[src/rtl/rgmii_tx_framer.sv]
// rgmii_tx_framer
//   Transmit framer for the RGMII path at 1000 Mb/s (one byte per clk_i).
//   Takes a payload byte stream (destination address through end of payload)
//   and produces a GMII byte stream: preamble, SFD, payload, zero padding up
//   to a minimum length, CRC-32 FCS and an inter-frame gap. Its output feeds
//   the DDR nibble serializer.
//
// Ports
//   clk_i          byte clock, everything on posedge
//   reset_n_i      asynchronous active-low reset
//   data_i         payload byte
//   valid_i        data_i valid
//   last_i         data_i is the final payload byte of the frame
//   ready_o        byte consumed when valid_i & ready_o
//   gmii_txd_o     transmit byte (registered)
//   gmii_tx_en_o   transmit enable (registered)
//   gmii_tx_er_o   transmit error, only on the underrun byte (registered)
//   underrun_o     one-cycle pulse when a frame is aborted by underrun

module rgmii_tx_framer #(
    parameter int preamble_len_p = 7,   // 1..15
    parameter int min_payload_p  = 60,  // 0..63
    parameter int ifg_p          = 12   // 1..31
) (
    input  logic       clk_i,
    input  logic       reset_n_i,
    input  logic [7:0] data_i,
    input  logic       valid_i,
    input  logic       last_i,
    output logic       ready_o,
    output logic [7:0] gmii_txd_o,
    output logic       gmii_tx_en_o,
    output logic       gmii_tx_er_o,
    output logic       underrun_o
);

    typedef enum logic [2:0] {
        IDLE, PRE, SFD, DATA, PAD, FCS, IFG, DRAIN
    } state_t;

    localparam logic [4:0] PRE_LAST = 5'(preamble_len_p - 1);
    localparam logic [4:0] IFG_LAST = 5'(ifg_p - 1);
    localparam logic [5:0] MIN_PAY  = 6'(min_payload_p);

    state_t      state;
    logic [4:0]  cnt;        // preamble index, FCS byte index or IFG cycle
    logic [5:0]  byte_cnt;   // DATA+PAD bytes sent, saturates at 63
    logic [31:0] crc;

    logic [5:0]  byte_cnt_inc;
    logic [31:0] fcs_word;
    logic [7:0]  fcs_byte;

    // One byte of the reflected CRC-32 (poly 0xEDB88320), LSB of the byte first.
    function automatic logic [31:0] crc_byte(input logic [31:0] c, input logic [7:0] d);
        logic [31:0] r;
        r = c ^ {24'h0, d};
        for (int k = 0; k < 8; k++) begin
            r = r[0] ? ((r >> 1) ^ 32'hEDB8_8320) : (r >> 1);
        end
        return r;
    endfunction

    assign byte_cnt_inc = (byte_cnt == 6'd63) ? 6'd63 : byte_cnt + 6'd1;
    assign fcs_word     = ~crc;

    // FCS goes out least significant byte first.
    always_comb begin
        fcs_byte = fcs_word[7:0];
        case (cnt[1:0])
            2'd0: fcs_byte = fcs_word[7:0];
            2'd1: fcs_byte = fcs_word[15:8];
            2'd2: fcs_byte = fcs_word[23:16];
            2'd3: fcs_byte = fcs_word[31:24];
            default: fcs_byte = fcs_word[7:0];
        endcase
    end

    // Accepting bytes while sending payload, and discarding the rest of an
    // aborted frame while draining.
    assign ready_o = (state == DATA) || (state == DRAIN);

    // The state names what the next clock edge will put on the wire; every
    // output byte is registered on the edge that leaves/continues that state.
    always_ff @(posedge clk_i or negedge reset_n_i) begin
        if (!reset_n_i) begin
            state        <= IDLE;
            cnt          <= 5'd0;
            byte_cnt     <= 6'd0;
            crc          <= 32'hFFFF_FFFF;
            gmii_txd_o   <= 8'h00;
            gmii_tx_en_o <= 1'b0;
            gmii_tx_er_o <= 1'b0;
            underrun_o   <= 1'b0;
        end else begin
            gmii_tx_er_o <= 1'b0;
            underrun_o   <= 1'b0;
            case (state)
                IDLE: begin
                    gmii_txd_o   <= 8'h00;
                    gmii_tx_en_o <= 1'b0;
                    if (valid_i) begin
                        // First preamble byte goes out on this edge.
                        gmii_txd_o   <= 8'h55;
                        gmii_tx_en_o <= 1'b1;
                        crc          <= 32'hFFFF_FFFF;
                        byte_cnt     <= 6'd0;
                        cnt          <= 5'd0;
                        state        <= (PRE_LAST == 5'd0) ? SFD : PRE;
                    end
                end
                PRE: begin
                    gmii_txd_o   <= 8'h55;
                    gmii_tx_en_o <= 1'b1;
                    cnt          <= cnt + 5'd1;
                    if (cnt + 5'd1 == PRE_LAST) begin
                        state <= SFD;
                    end
                end
                SFD: begin
                    gmii_txd_o   <= 8'hD5;
                    gmii_tx_en_o <= 1'b1;
                    state        <= DATA;
                end
                DATA: begin
                    gmii_tx_en_o <= 1'b1;
                    if (valid_i) begin
                        gmii_txd_o <= data_i;
                        crc        <= crc_byte(crc, data_i);
                        byte_cnt   <= byte_cnt_inc;
                        if (last_i) begin
                            cnt   <= 5'd0;
                            state <= (byte_cnt_inc < MIN_PAY) ? PAD : FCS;
                        end
                    end else begin
                        // Source starved us mid-frame: poison the frame on the
                        // wire and throw away the remainder of it.
                        gmii_txd_o   <= 8'h00;
                        gmii_tx_er_o <= 1'b1;
                        underrun_o   <= 1'b1;
                        state        <= DRAIN;
                    end
                end
                PAD: begin
                    gmii_txd_o   <= 8'h00;
                    gmii_tx_en_o <= 1'b1;
                    crc          <= crc_byte(crc, 8'h00);
                    byte_cnt     <= byte_cnt_inc;
                    if (byte_cnt_inc >= MIN_PAY) begin
                        cnt   <= 5'd0;
                        state <= FCS;
                    end
                end
                FCS: begin
                    gmii_txd_o   <= fcs_byte;
                    gmii_tx_en_o <= 1'b1;
                    cnt          <= cnt + 5'd1;
                    if (cnt[1:0] == 2'd3) begin
                        cnt   <= 5'd0;
                        state <= IFG;
                    end
                end
                IFG: begin
                    gmii_txd_o   <= 8'h00;
                    gmii_tx_en_o <= 1'b0;
                    cnt          <= cnt + 5'd1;
                    if (cnt == IFG_LAST) begin
                        cnt   <= 5'd0;
                        state <= IDLE;
                    end
                end
                DRAIN: begin
                    gmii_txd_o   <= 8'h00;
                    gmii_tx_en_o <= 1'b0;
                    if (valid_i && last_i) begin
                        cnt   <= 5'd0;
                        state <= IFG;
                    end
                end
                default: begin
                    gmii_txd_o   <= 8'h00;
                    gmii_tx_en_o <= 1'b0;
                    state        <= IDLE;
                end
            endcase
        end
    end

endmodule

[config.mk]
export PLATFORM = sky130hd
export DESIGN_NAME = rgmii_tx_framer
export DESIGN_NICKNAME = d
export VERILOG_FILES = /design/src/rtl/rgmii_tx_framer.sv
export SDC_FILE = /design/constraint.sdc
export NUM_CORES = 1
export LEC_CHECK = 0
export BUFFER_PORTS_ARGS = -buffer_cell sky130_fd_sc_hd__buf_2
export CAP_MARGIN = 20
export CORE_MARGIN = 4
export CORE_UTILIZATION = 55
export DETAILED_ROUTE_END_ITERATION = 12
export PLACE_DENSITY_LB_ADDON = 0.15
export SETUP_SLACK_MARGIN = 0.02
export SYNTH_ARGS = -nofsm -noshare
export SYNTH_HDL_FRONTEND = slang
export SYNTH_SLANG_ARGS = --single-unit
[constraint.sdc]
create_clock -name clk_i -period 4.7 [get_ports clk_i]
set_input_delay 0.94 -clock clk_i [delete_from_list [all_inputs] [get_ports clk_i]]
set_output_delay 0.94 -clock clk_i [all_outputs]
set_load 0.005 [all_outputs]
======== After elaboration in Yosys (flattened, before gate mapping) ========
Index checks and enable logic that the tools add are counted.
cells by class
  reductions and logical operators ........ 12
  bitwise operators ....................... 18
  equal/unequal tests ..................... 22
  muxes and demuxes ....................... 49
  add/sub/neg operators ................... 2
  magnitude comparators ................... 2
operators with widths
  kind                 number
  $mux 32              18
  $not 13->14          16
  $pmux 32 s3          1
  $pmux 8 s6           1
  $mux 5               7
  $pmux 5 s7           1
  $not 32->32          1
  $pmux 8 s4           1
  $xor 32x8->32        1
  $mux 3               8
  $pmux 3 s8           1
  $mux 6               3
  $pmux 6 s3           1
  $ne 2x2->1 const B   7
  $eq 3x3->1 const B   4
  $mux 8               1
  $mux 7               1
  $reduce_and 7->1     1
  $reduce_bool 7->1    1
  $add 6x1->6 const B  1
  $eq 3x2->1 const B   2
  $eq 6x6->1 const B   1
  $ge 6x6->1 const B   1
  $lt 6x6->1 const B   1
  20 further kinds     24
storage, ports and cells
  output and inout bits ................... 12
  bits in registers ....................... 56
  logic and storage cells ................. 112
  input bits .............................. 12

======== Depth between registers and ports, before layout ========
  depth after elaboration ................. 19
  depth in mapped cells ................... 9
  gate-level depth less buffers ........... 8

======== Worst setup path before layout ========
No wires, ideal clock.
  path type ............................... in2reg
  start ................................... input port data_i[7]
  end ..................................... register crc[20]
  cell stages on the path ................. 6
  arrival ................................. 2.432 ns
  setup time .............................. 0.060 ns
  slack ................................... 2.208 ns
  buffers on the path ..................... 0
  cell sequence ........................... xnor2_1 xnor2_4 xnor3_2 xor2_1 o221ai_1 o21a_1
on the way
  longest elaborated chain between the ends .. 12
RTL lines
  element                 line  source
  start, declared         27    input logic [7:0] data_i,
  $xor 32x8->32 *         57    r = c ^ {24'h0, d};
  $mux 32 *               59    r = r[0] ? ((r >> 1) ^ 32'hEDB8_8320) : (r >> 1);
  $not 13->14 (no line)   -
  $mux 32 * (7 in a row)  59
  $mux 32 *               127   if (valid_i) begin
  $pmux 32 s3 *           98    case (state)
  end signal, assigned    129   crc <= crc_byte(crc, data_i);
  end signal, assigned    147   crc <= crc_byte(crc, 8'h00);
  end, declared           48    logic [31:0] crc;
Every way passes the cells marked *; elsewhere a longest branch is shown, timed or not. The select of a mux whose other input is x is not followed.
A chain may end at the register's enable or synchronous reset.

==> reports/results.tsv <==
metric	value	unit
crit_required	4960	ps
syn-num-nets	502	
die_area	9640	um2
cts_resized	0	
gr-total-overflow	0	
critPathMaxFanout	26	
clock_skew	7.76	ps
place_congestion	0.912	
clkSinkCount	56	
design.core.area	7810	um2
relSlewSlack	37.9	%
numCtsBuffers	5	
drtIter0Drc	311	
rsz0062_at_grt	false	
antenna_found_initial	0	
grt_pass1_vias	3460	
dp_hpwl	8090	um
drtAntennaViolNets	0	
drc_errors	0	
final_layout_size_suffix_gt1_share	17.5	%
post-route-period-util	62.0	%
first_pass_iters	6	
max_freq	0.343	GHz
hold_viol	0	
slew_viol_final	0	
status	completed	
n_fill_cell	684	
synth_cells	484	
startpoint_type	flip-flop	
endpoint_kind	flip-flop	
tightest_slew	930	ps
die_x	98.2	um
fin_tns_setup	0	ps
diodes	0	
fin_nets	503	
vias_per_cell	6.10	
cts_max_level	2	
cts_tree	built	
drt-total-wl	11400	um
holdCritPathClass	flip-flop to flip-flop	
core.rowCount	32	
period_needed	2910	ps
pre_cts_slack	1850	ps
initial_core_util	57.3	%
clockBufferDepth	2	
hp-start	crc[8]$_DFFE_PN1P_	
ys_seq_area_share	32.2	%
clock-root-buffer	clkbuf_8	
synth_cell_type_count	58	
yosysTopAreaCellShare	18.8	%
grt_pass1_wl	18700	um
arrival	3170	ps
maxCapViolCount	0	
dpl_cell_area	4580	um2
portBuffers	23	
ys.flop_type	dfstp_2	
io_pins	24	
path_clk_slew	100	ps
synth_area_leaders	dfstp_2 19%, xnor2_1 17%, dfrtp_1 13%	
clock_latency	320	ps
ys_warn_count	0	
final-setup-viol-count	0	
path_class	flip-flop to flip-flop	
finalWorstSetupSlack	1790	ps
post_cts_buffers	0	
fp.dieH	98.2	um
ys_ff_latch	56	
hold_buffers	0	
synthArstFlopShare	100	%
avgSynthCellArea	9.24	um2
fin_cells	588	
grt.total_usage	24.3	%
design_area	4680	um2
num_vias	3584	
grt_max_degree	57	
wire_per_inst	19.4	um
yosysTopAreaCell	dfstp_2	
synth.cell_area	4470	um2
dp.cells	580	
synth_edf_count	0	
syn2layout_area_growth	4.67	%
-- cell families (layout without fill, tap and decap cells) --
logic type / after synthesis / in the layout / share of synthesized area, %
AO/OA/AOI/OAI: 135 / 135 / 19.8
XOR/XNOR: 133 / 133 / 29.7
adder cells (fa/ha/maj): 6 / 6 / 1.68
buffers and inverters: 42 / 44 / 4.78
flip-flops: 56 / 56 / 32.2
multiplexers: 4 / 4 / 0.951
AND/OR/NAND/NOR: 108 / 108 / 10.9
-- placed cells by master (no fill, tap or decap), types with 3 or more instances in the layout --
cell / count
o31ai_1: 3
buf_4: 3
o22ai_1: 16
buf_2: 23
nor2_1: 43
xor2_4: 3
o21ai_0: 22
dfstp_2: 32
o21a_1: 15
a21oi_1: 36
a211oi_1: 4
nor2b_1: 5
ha_1: 6
a22o_1: 4
nand2b_1: 5
inv_1: 7
xor2_1: 33
clkbuf_8: 6
dfrtp_1: 24
a31oi_1: 3
nand3_1: 9
xnor2_2: 4
nand2_1: 33
and3_1: 3
xnor2_1: 88
o311ai_0: 4
o221ai_1: 12
-- critical path, stage by stage (launching register included) --
cell and delay (ps):
dfrtp_1 800, nand2_1 750, nand2_1 860, o221ai_1 260, o21a_1 160
-- sequential cells by signal (all words and copies together) (netlist names), named ones only --
signal,flops
cnt,5
gmii_tx_en_o,1
byte_cnt,6
crc,32
gmii_txd_o,8
state,2
underrun_o,1
-- cell usage after synthesis, types with 2 or more instances --
library cell / instances
mux2i_1: 2
a211oi_1: 5
o21a_1: 15
xnor2_1: 88
nand3_1: 9
or2_2: 2
xnor2_2: 4
xnor2_4: 2
buf_4: 5
nor2_1: 43
o31ai_1: 3
a21boi_0: 2
a21oi_1: 36
o21ai_0: 22
xor2_4: 3
buf_2: 4
o311ai_0: 4
a21o_1: 2
a22o_1: 4
o221ai_1: 12
clkbuf_1: 19
nand2_1: 33
a221oi_1: 2
mux2_2: 2
nand2b_1: 5
o22ai_1: 16
inv_1: 7
a221o_1: 2
and3_1: 3
dfstp_2: 32
xor2_1: 33
ha_1: 6
nor2b_1: 5
a31oi_1: 3
dfrtp_1: 24
buf_6: 3
-- worst paths after layout --
path | cells past startpoint | end | slack, ps
setup / recovery | 4 | crc[23]$_DFFE_PN1P_ | 1790
hold / removal | 2 | crc[8]$_DFFE_PN1P_ | 520
setup reg to reg | 4 | crc[23]$_DFFE_PN1P_ | 1790
hold reg to reg | 2 | crc[8]$_DFFE_PN1P_ | 520
max in group asynchronous | 2 | byte_cnt[1]$_DFFE_PN0P_ | 3490
min in group asynchronous | 2 | cnt[4]$_DFFE_PN0P_ | 750
-- routing by layer --
metal | part of all wire (%) | GRT usage, %
met5 | 0 | 0
met4 | 1.4 | 6.41
met3 | 7.9 | 4.14
met2 | 46 | 39.0
met1 | 45 | 34.2
-- per-stage QoR --
step | util [%] | hold slack [ps]
6_report | 60.0 | 524
3_5_place_dp | 58.7 | 508
5_1_grt | 60.0 | 542
2_1_floorplan | - | 493
3_3_place_gp | 58.5 | 508
4_1_cts | 60.0 | 525
-- final cells by class --
class	instances	area [um2]	area share (%)
Multi-Input combinational cell	386	2830	60.4
Sequential cell	56	1440	30.8
Timing Repair Buffer	27	153	3.26
Tap cell	102	128	2.73
Clock buffer	6	82.6	1.76
Inverter	9	33.8	0.722
Clock inverter	2	13.8	0.294
Power is not shown: default switching activity piles up to over one toggle a cycle in this logic, so the estimate is an artifact.
